**config.mk**
```make
export PLATFORM = sky130hd
export DESIGN_NAME = console_keys
export DESIGN_NICKNAME = d
export VERILOG_FILES = /design/src/rtl/console_keys.sv
export SDC_FILE = /design/constraint.sdc
export NUM_CORES = 1
export LEC_CHECK = 0
export BUFFER_PORTS_ARGS = -buffer_cell sky130_fd_sc_hd__buf_2
export CORE_MARGIN = 2
export CORE_UTILIZATION = 25
export CTS_CLUSTER_SIZE = 16
export DETAILED_ROUTE_END_ITERATION = 6
export MAX_ROUTING_LAYER = met4
export PLACE_DENSITY = 0.51
export SLEW_MARGIN = 20
export SYNTH_ARGS = -nofsm -noshare
export SYNTH_HDL_FRONTEND = slang
export SYNTH_SLANG_ARGS = --single-unit
```
**constraint.sdc**
```tcl
create_clock -name clk -period 1.8 [get_ports clk]
set_input_delay 0.45 -clock clk [delete_from_list [all_inputs] [get_ports clk]]
set_output_delay 0.45 -clock clk [all_outputs]
set_load 0.05 [all_outputs]
```
**src/rtl/console_keys.sv**
```systemverilog
// Console key debouncer and command sequencer: one command per debounced press.
// Optional auto-repeat of the held key is compiled in with `define CONSOLE_REPEAT_EN.
module console_keys #(
    parameter int unsigned DEBOUNCE_TICKS = 4,
    parameter int unsigned REPEAT_TICKS   = 25
) (
    input  logic       clk,
    input  logic       reset_n,
    input  logic       scan_tick,
    input  logic [9:0] keys,
    input  logic       rept_sw,
    output logic [9:0] keys_db,
    output logic       cmd_valid,
    output logic [3:0] cmd_code,
    input  logic       cmd_ready
);

    localparam logic [3:0] DB_LIMIT = DEBOUNCE_TICKS[3:0];

    typedef enum logic [1:0] {
        ST_IDLE = 2'd0,
        ST_PEND = 2'd1,
        ST_HELD = 2'd2
    } state_t;

    // Lowest set bit of a 10-bit vector; callers guarantee at least one bit is set.
    function automatic logic [3:0] f_lowest(input logic [9:0] v);
        logic [3:0] idx;
        idx = 4'd0;
        for (int i = 9; i >= 0; i--) begin
            idx = v[i] ? 4'(i) : idx;
        end
        return idx;
    endfunction

    logic [3:0] r_cnt [10];
    logic [9:0] r_keys_db;
    logic [9:0] r_db_d;
    logic [9:0] w_press;

    state_t     r_state;
    state_t     w_state_nxt;
    logic [3:0] r_sel;
    logic [3:0] w_sel_nxt;
    logic       r_cmd_valid;
    logic       w_valid_nxt;
    logic [3:0] r_cmd_code;
    logic [3:0] w_code_nxt;

`ifdef CONSOLE_REPEAT_EN
    localparam logic [7:0] RPT_LIMIT = REPEAT_TICKS[7:0];
    logic [7:0] r_rpt_cnt;
    logic [7:0] w_rpt_nxt;
`else
    logic w_unused_rept;
    assign w_unused_rept = rept_sw;
`endif

    // Per-key debounce: the level flips only after DEBOUNCE_TICKS consecutive disagreeing scans.
    always_ff @(posedge clk or negedge reset_n) begin
        if (!reset_n) begin
            for (int i = 0; i < 10; i++) begin
                r_cnt[i] <= 4'd0;
            end
            r_keys_db <= 10'd0;
        end else if (scan_tick) begin
            for (int i = 0; i < 10; i++) begin
                if (keys[i] == r_keys_db[i]) begin
                    r_cnt[i] <= 4'd0;
                end else if (r_cnt[i] + 4'd1 == DB_LIMIT) begin
                    r_keys_db[i] <= ~r_keys_db[i];
                    r_cnt[i]     <= 4'd0;
                end else begin
                    r_cnt[i] <= r_cnt[i] + 4'd1;
                end
            end
        end else begin
            r_keys_db <= r_keys_db;
        end
    end

    // Previous debounced level, so a rise is seen as a press for exactly one clk.
    always_ff @(posedge clk or negedge reset_n) begin
        if (!reset_n) begin
            r_db_d <= 10'd0;
        end else begin
            r_db_d <= r_keys_db;
        end
    end

    assign w_press = r_keys_db & ~r_db_d;

    // Sequencer state and registered command outputs.
    always_ff @(posedge clk or negedge reset_n) begin
        if (!reset_n) begin
            r_state     <= ST_IDLE;
            r_sel       <= 4'd0;
            r_cmd_valid <= 1'b0;
            r_cmd_code  <= 4'd0;
`ifdef CONSOLE_REPEAT_EN
            r_rpt_cnt   <= 8'd0;
`endif
        end else begin
            r_state     <= w_state_nxt;
            r_sel       <= w_sel_nxt;
            r_cmd_valid <= w_valid_nxt;
            r_cmd_code  <= w_code_nxt;
`ifdef CONSOLE_REPEAT_EN
            r_rpt_cnt   <= w_rpt_nxt;
`endif
        end
    end

    // Next-state and next-output logic for the command handshake.
    always_comb begin
        w_state_nxt = r_state;
        w_sel_nxt   = r_sel;
        w_valid_nxt = r_cmd_valid;
        w_code_nxt  = r_cmd_code;
`ifdef CONSOLE_REPEAT_EN
        w_rpt_nxt   = r_rpt_cnt;
`endif
        case (r_state)
            ST_IDLE: begin
                if (|w_press) begin
                    w_sel_nxt   = f_lowest(w_press);
                    w_code_nxt  = f_lowest(w_press) + 4'd1;
                    w_valid_nxt = 1'b1;
                    w_state_nxt = ST_PEND;
                end else begin
                    w_valid_nxt = 1'b0;
                    w_code_nxt  = 4'd0;
                end
            end
            ST_PEND: begin
                // Releasing the key does not retract an offered command.
                if (r_cmd_valid && cmd_ready) begin
                    w_valid_nxt = 1'b0;
                    w_code_nxt  = 4'd0;
                    w_state_nxt = ST_HELD;
`ifdef CONSOLE_REPEAT_EN
                    w_rpt_nxt   = 8'd0;
`endif
                end else begin
                    w_state_nxt = ST_PEND;
                end
            end
            ST_HELD: begin
                w_valid_nxt = 1'b0;
                w_code_nxt  = 4'd0;
                if (scan_tick && (r_keys_db == 10'd0)) begin
                    w_state_nxt = ST_IDLE;
                end else begin
`ifdef CONSOLE_REPEAT_EN
                    if (!rept_sw) begin
                        w_rpt_nxt = 8'd0;
                    end else if (scan_tick && r_keys_db[r_sel]) begin
                        if (r_rpt_cnt + 8'd1 == RPT_LIMIT) begin
                            w_rpt_nxt   = 8'd0;
                            w_valid_nxt = 1'b1;
                            w_code_nxt  = r_sel + 4'd1;
                            w_state_nxt = ST_PEND;
                        end else begin
                            w_rpt_nxt = r_rpt_cnt + 8'd1;
                        end
                    end else begin
                        w_rpt_nxt = r_rpt_cnt;
                    end
`else
                    w_state_nxt = ST_HELD;
`endif
                end
            end
            default: begin
                w_state_nxt = ST_IDLE;
                w_valid_nxt = 1'b0;
                w_code_nxt  = 4'd0;
            end
        endcase
    end

    assign keys_db   = r_keys_db;
    assign cmd_valid = r_cmd_valid;
    assign cmd_code  = r_cmd_code;

endmodule

```
==> impl_metrics.env <==
export IMPL_status="finished clean"
export IMPL_clk_pin_slew_worst_paths_ns=0.05
export IMPL_drive_gt1_share_pct=19.11
export IMPL_tightest_slew_ns=0.5050
export IMPL_hpwlAfterDp_um=4983
export IMPL_wl_per_cell_um=11.99
export IMPL_rsz0062_at_grt="false"
export IMPL_place_port_buffers=28
export IMPL_firstDrtPassIters=4
export IMPL_finalMaxSlewViolations=0
export IMPL_maxCapViolCount=0
export IMPL_gr_usage_all_layers_pct=10.73
export IMPL_dieArea_um2=15030
export IMPL_fin_crit_sh_pct=90.01
export IMPL_critPathLaunch="keys_db[8]"
export IMPL_p_switching_uw=2687
export IMPL_tns_ns=0
export IMPL_clock_sinks=67
export IMPL_insertedDiodeCount=0
export IMPL_syn_num_nets=385
export IMPL_drt_iter0_markers=158
export IMPL_setup_viol=0
export IMPL_grt_pass1_vias=2561
export IMPL_clock_skew_ns=0.005122
export IMPL_p_sw_share_pct=39.52
export IMPL_cts_buffers=9
export IMPL_finalCriticalPeriod_ns=1.620
export IMPL_grt_max_degree=68
export IMPL_synth_main_ff_cell="dfrtp_1"
export IMPL_cts_resized=0
export IMPL_hold_buffers=0
export IMPL_cts_setup_buffers=0
export IMPL_pwr_share_clk_pct=24.6
export IMPL_instances_no_fill=583
export IMPL_design_core_area_um2=13830
export IMPL_cts_root_buf="clkbuf_16"
export IMPL_cts_max_path_buffers=2
export IMPL_ir_drop_mv=0.4746
export IMPL_cts_tree="done"
export IMPL_p_int_uw=4113
export IMPL_drt_total_wl_um=6990
export IMPL_synth_seq_cells=67
export IMPL_vias=2633
export IMPL_crit_arrival_ns=1.83
export IMPL_powerDensity_nw_per_um2=1593
export IMPL_cp_max_fo=2
export IMPL_dp_cells=567
export IMPL_seqPwrFrac_pct=35.1
export IMPL_row_count=43
export IMPL_ys_warn_count=0
export IMPL_ys_seq_area_share_pct=47.69
export IMPL_rr_worst_depth=7
export IMPL_antenna_found_initial=0
export IMPL_mostFrequentLayoutCells="dfrtp_1, nand2_1, buf_2, inv_1, o21ai_0"
export IMPL_syn_inst=354
export IMPL_drt_vias_per_instance=4.516
export IMPL_drc=0
export IMPL_nNetsFinal=429
export IMPL_overflow=0
export IMPL_nFillCells=1413
export IMPL_synth_area_per_cell_um2=9.932
export IMPL_die_h_um=122.6
export IMPL_timing_critical_path_required_ns=2.01
export IMPL_synth_edf_count=0
export IMPL_p_leak_uw=0.002018
export IMPL_grt_pass1_wl_um=12300
export IMPL_synthArstFlopShare_pct=100.0
export IMPL_syn_to_final_growth_pct=21.42
export IMPL_fp_dieW_um=122.6
export IMPL_hold_viol_final=0
export IMPL_worstSetupPathType="reg2reg"
export IMPL_clk_latency_ns=0.32
export IMPL_regToRegStartpoint="keys_db[8]"
export IMPL_p_comb_share_pct=40.3
export IMPL_worstSetupEndpointType="flop"
export IMPL_ios=30
export IMPL_critPathLaunchType="flop"
export IMPL_ant_nets=0
export IMPL_start_util_pct=25.43
export IMPL_synthDistinctLibCells=42
export IMPL_gp_congestion=0.7857
export IMPL_htree_levels=3
export IMPL_final_common_cell="dfrtp_1"
export IMPL_slew_headroom_pct=66.09
export IMPL_syn_area_um2=3516
export IMPL_worstHoldPathType="in2async"
export IMPL_fmax_mhz=617.2
[area by class of cell]
cell class              instances  area [µm²]  share of cell area [%]
inverters                      27       101.3                   2.374
clock inverters                 1       5.005                  0.1172
flip-flops and latches         67        1679                   39.33
repair buffers                 42       270.3                   6.331
clock buffers                  15       287.8                   6.741
well taps                     180       225.2                   5.276
multi-input cells             251        1700                   39.83
[state kept, by name, indices dropped and copies added, names as in the netlist]
signal / count
cmd_code: 4
keys_db: 10
r_cnt: 40
cmd_valid: 1
r_db_d: 10
r_state: 2
[final timing paths]
path / endpoint / slack [ns]
worst max register to register: cmd_code[2] / 0.18
min in group clk: keys_db[3] / 0.38
worst min register to register: cmd_code[1] / 0.49
worst min-delay path: r_cnt[38] / 0.15
worst max-delay path: cmd_code[2] / 0.18
max in group asynchronous: keys_db[4] / 1.35
[power by group through the flow]
stage / clock network (µW) / registers, µW / logic [µW]
floorplan: 0 / 2830 / 1580
global placement: 0 / 2400 / 2690
detailed placement: 0 / 2410 / 2760
CTS: 1730 / 2390 / 2780
global route: 1800 / 2470 / 3090
finish: 1670 / 2390 / 2740
[routing by layer]
layer	part of all wire, %	global-route usage, %
met3	3.8	2.788
met1	49	13.58
met5	0	-
met4	1.3	4.095
met2	46	16.46
[metrics by stage]
step / setup WS [ns] / util (%) / cell area (µm²) / hold slack [ns] / total power (µW)
2_1_floorplan: 0.01607 / - / 3518 / 0.1544 / 4415
5_1_grt: 0.01164 / 30.88 / 4269 / 0.1901 / 7358
3_3_place_gp: 0.1847 / 28.76 / 3976 / 0.4763 / 5095
4_1_cts: 0.1623 / 30.88 / 4269 / 0.1662 / 6901
3_5_place_dp: 0.1696 / 28.76 / 3976 / 0.4748 / 5176
6_report: 0.1799 / 30.88 / 4269 / 0.1499 / 6801
[critical path: stages (launching register included)]
cell	delay, ns
dfrtp_2	0.39
and2b_1	0.18
o311ai_2	0.25
a211oi_2	0.12
nor2_1	0.18
ha_1	0.19
xnor2_1	0.14
o21ai_2	0.07
[Yosys cell counts, drive strengths merged, types with 3 or more instances]
cell type,instances,share of area (%)
a21oi,3,0.53
nor2,17,1.8
nor3b,5,1.1
o21ai,39,6.0
ha,16,5.7
dfrtp,67,48
o22ai,10,1.8
inv,27,2.9
a32o,11,3.1
xor2,15,3.7
nand3b,6,1.3
and3,10,1.8
nor3,8,1.3
nand2b,8,1.4
clkbuf,4,0.43
and2b,4,0.85
nand2,41,4.4
nand3,26,4.0
mux2,13,4.2
xnor2,6,1.5
buf,5,0.64
[cells by family after synthesis]
family	count (synthesis)	share of synthesized area (%)
AO/OA/AOI/OAI	70	13.38
XOR/XNOR	21	5.231
adder cells (fa/ha/maj)	16	5.694
buffers and inverters	36	3.950
flip-flops	67	47.69
multiplexers	13	4.164
AND/OR/NAND/NOR	131	19.89
Power figures use the tool's default switching activity.
